==> config.mk <==
export PLATFORM = sky130hd
export DESIGN_NAME = hazard_ctrl
export DESIGN_NICKNAME = d
export VERILOG_FILES = /design/src/rtl/hazard_pkg.sv /design/src/rtl/hazard_scoreboard.sv /design/src/rtl/hazard_ctrl.sv
export SDC_FILE = /design/constraint.sdc
export NUM_CORES = 1
export LEC_CHECK = 0
export CORE_MARGIN = 3
export CORE_UTILIZATION = 40
export DETAILED_ROUTE_END_ITERATION = 7
export SYNTH_ARGS = -nofsm -noshare
export SYNTH_HDL_FRONTEND = slang
export SYNTH_SLANG_ARGS = --single-unit
==> constraint.sdc <==
create_clock -name clk -period 2.2 [get_ports clk]
set_clock_uncertainty 0.05 [all_clocks]
set_input_delay 0.33 -clock clk [delete_from_list [all_inputs] [get_ports clk]]
set_output_delay 0.33 -clock clk [all_outputs]
set_load 0.05 [all_outputs]
==> src/rtl/hazard_pkg.sv <==
// Shared definitions for the five-stage pipeline hazard controller:
// forwarding selects, FSM encoding and the scoreboard slot layout.
package hazard_pkg;

    localparam logic [1:0] FWD_REG = 2'b00;
    localparam logic [1:0] FWD_MEM = 2'b01;
    localparam logic [1:0] FWD_WR  = 2'b10;

    typedef enum logic [1:0] {
        RUN       = 2'b00,
        LD_BUBBLE = 2'b01,
        BR_FLUSH  = 2'b10
    } state_e;

    typedef struct packed {
        logic [4:0] rw;
        logic       reg_wr;
        logic       mem_to_reg;
        logic [4:0] rs;
        logic [4:0] rt;
        logic       use_rs;
        logic       use_rt;
    } slot_t;

    // $0 is hard-wired, so a write to it never produces a hazard.
    function automatic logic slot_match(slot_t s, logic [4:0] r);
        return s.reg_wr && (s.rw == r) && (r != 5'd0);
    endfunction

endpackage

==> src/rtl/hazard_scoreboard.sv <==
// Three-slot shadow of the EX, MEM and WR pipeline registers; the EX slot
// takes an all-zero bubble whenever the ID instruction is held or squashed.
import hazard_pkg::*;

module hazard_scoreboard (
    input  logic  clk,
    input  logic  reset,
    input  slot_t id_slot_i,
    input  logic  bubble_i,
    output slot_t ex_o,
    output slot_t mem_o,
    output slot_t wr_o
);

    slot_t ex_q, mem_q, wr_q;
    slot_t ex_d;

    assign ex_d = bubble_i ? '0 : id_slot_i;

    always_ff @(negedge clk or posedge reset) begin
        if (reset) begin
            ex_q  <= '0;
            mem_q <= '0;
            wr_q  <= '0;
        end else begin
            ex_q  <= ex_d;
            mem_q <= ex_q;
            wr_q  <= mem_q;
        end
    end

    assign ex_o  = ex_q;
    assign mem_o = mem_q;
    assign wr_o  = wr_q;

endmodule

==> src/rtl/hazard_ctrl.sv <==
// Hazard controller: EX operand forwarding, one-cycle load-use stall and
// two-slot taken-branch flush, with saturating stall/flush counters.
import hazard_pkg::*;

module hazard_ctrl #(
    parameter int CNT_W = 16
) (
    input  logic             clk,
    input  logic             reset,
    input  logic [4:0]       id_rs,
    input  logic [4:0]       id_rt,
    input  logic             id_use_rs,
    input  logic             id_use_rt,
    input  logic [4:0]       id_rw,
    input  logic             id_reg_wr,
    input  logic             id_mem_to_reg,
    input  logic             ex_taken,
    output logic             stall,
    output logic             flush_ifid,
    output logic             flush_idex,
    output logic [1:0]       fwd_a,
    output logic [1:0]       fwd_b,
    output logic [CNT_W-1:0] stall_cnt,
    output logic [CNT_W-1:0] flush_cnt
);

    slot_t            id_slot, ex_s, mem_s, wr_s;
    state_e           state_q, state_d;
    logic [CNT_W-1:0] stall_cnt_q, flush_cnt_q;
    logic             load_use, stall_c, flush_c;
    logic             unused_slot_bits;

    assign id_slot = '{rw: id_rw, reg_wr: id_reg_wr, mem_to_reg: id_mem_to_reg,
                       rs: id_rs, rt: id_rt, use_rs: id_use_rs, use_rt: id_use_rt};

    hazard_scoreboard u_sb (
        .clk       (clk),
        .reset     (reset),
        .id_slot_i (id_slot),
        .bubble_i  (stall_c | flush_c),
        .ex_o      (ex_s),
        .mem_o     (mem_s),
        .wr_o      (wr_s)
    );

    // MEM is checked first: it carries the younger of two results for r.
    function automatic logic [1:0] fwd_sel(logic [4:0] r, logic use_r);
        if (use_r && slot_match(mem_s, r)) return FWD_MEM;
        if (use_r && slot_match(wr_s, r))  return FWD_WR;
        return FWD_REG;
    endfunction

    assign fwd_a = fwd_sel(ex_s.rs, ex_s.use_rs);
    assign fwd_b = fwd_sel(ex_s.rt, ex_s.use_rt);

    assign load_use = ex_s.mem_to_reg &&
                      ((id_use_rs && slot_match(ex_s, id_rs)) ||
                       (id_use_rt && slot_match(ex_s, id_rt)));

    always_comb begin
        state_d = state_q;
        stall_c = 1'b0;
        flush_c = 1'b0;
        if (!reset) begin
            case (state_q)
                RUN: begin
                    if (ex_taken) begin
                        flush_c = 1'b1;
                        state_d = BR_FLUSH;
                    end else if (load_use) begin
                        stall_c = 1'b1;
                        state_d = LD_BUBBLE;
                    end
                end
                LD_BUBBLE: begin
                    if (ex_taken) begin
                        flush_c = 1'b1;
                        state_d = BR_FLUSH;
                    end else begin
                        state_d = RUN;
                    end
                end
                BR_FLUSH: state_d = RUN;
                default:  state_d = RUN;
            endcase
        end
    end

    always_ff @(negedge clk or posedge reset) begin
        if (reset) begin
            state_q     <= RUN;
            stall_cnt_q <= '0;
            flush_cnt_q <= '0;
        end else begin
            state_q <= state_d;
            if (stall_c && (stall_cnt_q != '1)) stall_cnt_q <= stall_cnt_q + 1'b1;
            if (flush_c && (flush_cnt_q != '1)) flush_cnt_q <= flush_cnt_q + 1'b1;
        end
    end

    assign stall      = stall_c;
    assign flush_ifid = flush_c;
    assign flush_idex = flush_c;
    assign stall_cnt  = stall_cnt_q;
    assign flush_cnt  = flush_cnt_q;

    // Older slots only need their destination fields for forwarding.
    assign unused_slot_bits = ^{mem_s.mem_to_reg, mem_s.rs, mem_s.rt, mem_s.use_rs, mem_s.use_rt,
                                wr_s.mem_to_reg, wr_s.rs, wr_s.rt, wr_s.use_rs, wr_s.use_rt};

endmodule
Word level (Yosys, flattened, before mapping)
Cells that the tools add are included.
{"block": "totals", "reg_bits": 65, "inputBits": 22, "out_inout_bits": 39, "word_cells": 83}
{"block": "classes", "add_sub_neg": 2, "n_eq_ne": 10, "mux": 26, "bitwise_logic": 2, "n_reduce_logical": 29}
{"op": "$add 16x1->16 const B", "count": 2}
{"op": "$ne 16x16->1 const B", "count": 2}
{"op": "$eq 5x5->1", "count": 6}
{"op": "$mux 2", "count": 11}
{"op": "$logic_and 1x1->1", "count": 21}
{"op": "$reduce_bool 5->1", "count": 4}
{"op": "$mux 19", "count": 1}
{"op": "$mux 1", "count": 13}
{"op": "$pmux 2 s2", "count": 1}
{"op": "$ne 3x3->1 const B", "count": 1}
{"op": "$eq 2x1->1 const B", "count": 1}
{"op": "$logic_not 2->1", "count": 1}
{"op": "$reduce_and 2->1", "count": 1}
{"op": "$reduce_or 2->1", "count": 1}
{"op": "$logic_or 1x1->1", "count": 1}
{"op": "$not 1->1", "count": 1}
{"op": "$or 1x1->1", "count": 1}

Logic depth before layout (Yosys ltp)
{"block": "logic_depth", "ltp_word": 12, "mapped_depth": 8, "depth_no_buf": 7}

By module
From an unflattened synthesis, not the netlist that was laid out.
{"block": "hier_totals", "cells_unflattened": 291, "hier_area_um2": 3628.5}
{"module": "hazard_ctrl", "instances": 1, "cells_each": 213, "area_per_inst_um2": 2062.0, "seq_area_each_um2": 850.8}
{"module": "hazard_scoreboard", "instances": 1, "cells_each": 78, "area_per_inst_um2": 1566.5, "seq_area_each_um2": 1426.4}

==> flow_summary.yaml <==
status:
  status: "complete, but fails checks"
  violations: "negative setup slack"
clocking:
  root_buffer: "clkbuf_8"
  cts_tree: "built"
  clock-sinks: 65
  cts.htree.levels: 3
  holdBufCountCts: 0
  clkLatencyLatePin_ns: 0.33
  clk_path_buf_depth: 2
  cts_buffers: 9
  clk_pin_slew_worst_paths_ns: 0.05
final_layout:
  layout_commonest_cell: "buf_4"
  final_cell_mix: "buf_4 (88), dfrtn_1 (65), buf_12 (42)"
  fill_cells: 425
  multi_input_area_um2: 1740
  regArea_um2: 1630
  final_layout_size_suffix_gt1_frac: 0.530
  antennaDiodeCount: 0
  fin_nets: 464
  area_growth_pct: 91.3
timing:
  grt_setup_unrepaired: "true"
  setup_viol: 91
  tightest_slew_ns: 0.505
  maxSlewViolCount: 0
  fin_ws_ns: -1.11
  slew_headroom: 0.660
  hold_viol: 0
global_route:
  grt_pass1_wl_mm: 13.6
  first_global_vias: 2896
  grt_overflow: 0
  antenna_found_initial: 0
  grt_max_degree: 32
  grt_util_all_layers: 0.206
yosys:
  syn_inst: 257
  synth-main-ff-cell: "dfrtn_1"
  synth_top_family_by_area: "simple AND/OR/NAND/NOR gates"
  yosysWarningCount: 0
  synth_xor_area_frac: 0.169
  synth_nets: 281
  synthMuxAreaShare: 0.00761
  ys_ff_latch: 65
  avgSynthCellArea_um2: 11.5
  synth_edf_count: 0
  synth_compound_area_frac: 0.0321
  synthesis.area_um2: 2960
  synthSimpleGateAreaFrac: 0.217
  synth_seq_area_share: 0.549
  synthAdderAreaFrac: 0.00845
  async_flop_share: 1.00
  synth.distinct_cells: 31
floorplan:
  num_rows: 30
  core_um2: 6980
  io-pin-count: 61
  initial_core_util: 0.424
  dieArea_um2: 8470
  chipWidth_um: 92.0
  die_h_um: 92.0
critical_path:
  arrival_ns: 2.93
  end_kind: "output port"
  cpMaxStageDelayCell: "dfrtn_1"
  crit_top_cell: "buf_4"
  path_class: "reg2out"
  path_buf_inv: 4
  start_kind: "register"
  cp_data_required_time_ns: 1.82
  cp_max_fo: 3
  cpPeakStageDelay_ns: 0.50
  path_cells: "xor2_1, nor3_1, buf_4, buf_4, a22o_4, buf_6, buf_12"
  cp_top_family: "buffers and inverters"
place:
  portBuffers: 60
  pre_cts_slack_ns: -1.38
  place.gp.congestion: 0.776
  place_hpwl_mm: 5.44
power_and_ir_drop:
  p_total_mw: 3.40
  power_density_nw_per_um2: 601
  leakagePower_nw: 2.65
  irDropWorstVdd_v: 0.000765
min_path:
  hold_class: "reg2reg"
route:
  drt_pass1_iterations: 5
  post-route-drc-count: 0
  finalWirelength_mm: 8.20
  dr.first_iter.drc_count: 84
  vias: 2594
  drt-vias-per-instance: 4.79
  ant_nets: 0
  wl_per_cell_um: 15.2
run:
  maxCapViolations: 0
[logic make-up after synthesis]
family | count (synthesis)
AO/OA/AOI/OAI | 13
XOR/XNOR | 57
adder cells (fa/ha/maj) | 2
buffers and inverters | 9
flip-flops | 65
multiplexers | 2
AND/OR/NAND/NOR | 109
[worst paths after layout]
path / start / end / slack, ns / cells after the start
max reg2reg: state_q[0]$_DFFE_NP0P_ / stall_cnt[15]$_DFFE_NP0P_ / -0.33 / 12
min: u_sb.ex_o[13]$_DFF_NP0_ / u_sb.mem_o[13]$_DFF_NP0_ / 0.30 / 0
max: u_sb.ex_o[16]$_DFF_NP0_ / stall / -1.11 / 7
max in group asynchronous: reset / u_sb.ex_o[6]$_DFF_NP0_ / 0.62 / 5
min in group asynchronous: reset / stall_cnt[2]$_DFFE_NP0P_ / 1.27 / 5
min reg2reg: u_sb.ex_o[13]$_DFF_NP0_ / u_sb.mem_o[13]$_DFF_NP0_ / 0.30 / 0
[area by class of cell]
class                   instances  share of cell area
repair buffers                172               0.344
multi-input cells             186               0.307
flip-flops and latches         65               0.287
clock buffers                   9              0.0219
well taps                      96              0.0212
clock inverters                 7              0.0139
inverters                       6             0.00464
[registers in the layout, summed over array words and instances, names as in the netlist]
signal	flops
flush_cnt	16
u_sb.ex_o	19
stall_cnt	16
state_q	2
u_sb.mem_o	6
u_sb.wr_o	6
[synthesized netlist by cell type (6+ instances only)]
cell type | number | area share
dfrtn_1 | 65 | 0.55
xnor2_1 | 29 | 0.086
xor2_1 | 28 | 0.083
and2_1 | 19 | 0.040
nand3_1 | 19 | 0.032
nand2_1 | 15 | 0.019
nor3_1 | 13 | 0.022
nor2_1 | 12 | 0.015
nand4_1 | 9 | 0.019
inv_1 | 6 | 0.0076
[where the power goes]
group | leakage (nW) | switching (mW) | internal, mW
sequential | 0.830 | 0.0987 | 1.30
combinational | 1.73 | 0.466 | 0.511
clock | 0.0925 | 0.498 | 0.532
[layer usage]
metal,vias up,track usage,part of all wire
li1,1250,-,-
met1,1268,0.261,0.42
met2,59,0.338,0.50
met3,17,0.0402,0.044
met4,0,0.0978,0.027
met5,-,0,0
[timing repair]
action / CTS / global route
pin swaps: 33 / 17
endpoints found under the setup margin: 92 / 91
gates cloned: 3 / 0
setup buffers: 40 / 10
gates resized for setup: 65 / 22
[through the flow]
| stage | instances | hold slack (ns) | setup TNS [ns] | utilization | area, um^2 |
|---|---|---|---|---|---|
| 2_1_floorplan | 257 | 0.283 | -43.40 | - | 3200 |
| 3_3_place_gp | 479 | 0.304 | -64.78 | 0.693 | 4840 |
| 3_5_place_dp | 479 | 0.306 | -67.30 | 0.693 | 4840 |
| 4_1_cts | 536 | 0.300 | -49.30 | 0.792 | 5530 |
| 5_1_grt | 541 | 0.303 | -54.90 | 0.811 | 5660 |
| 6_report | 541 | 0.295 | -49.96 | 0.811 | 5660 |
Note: power is estimated with default switching activity, not from simulation.
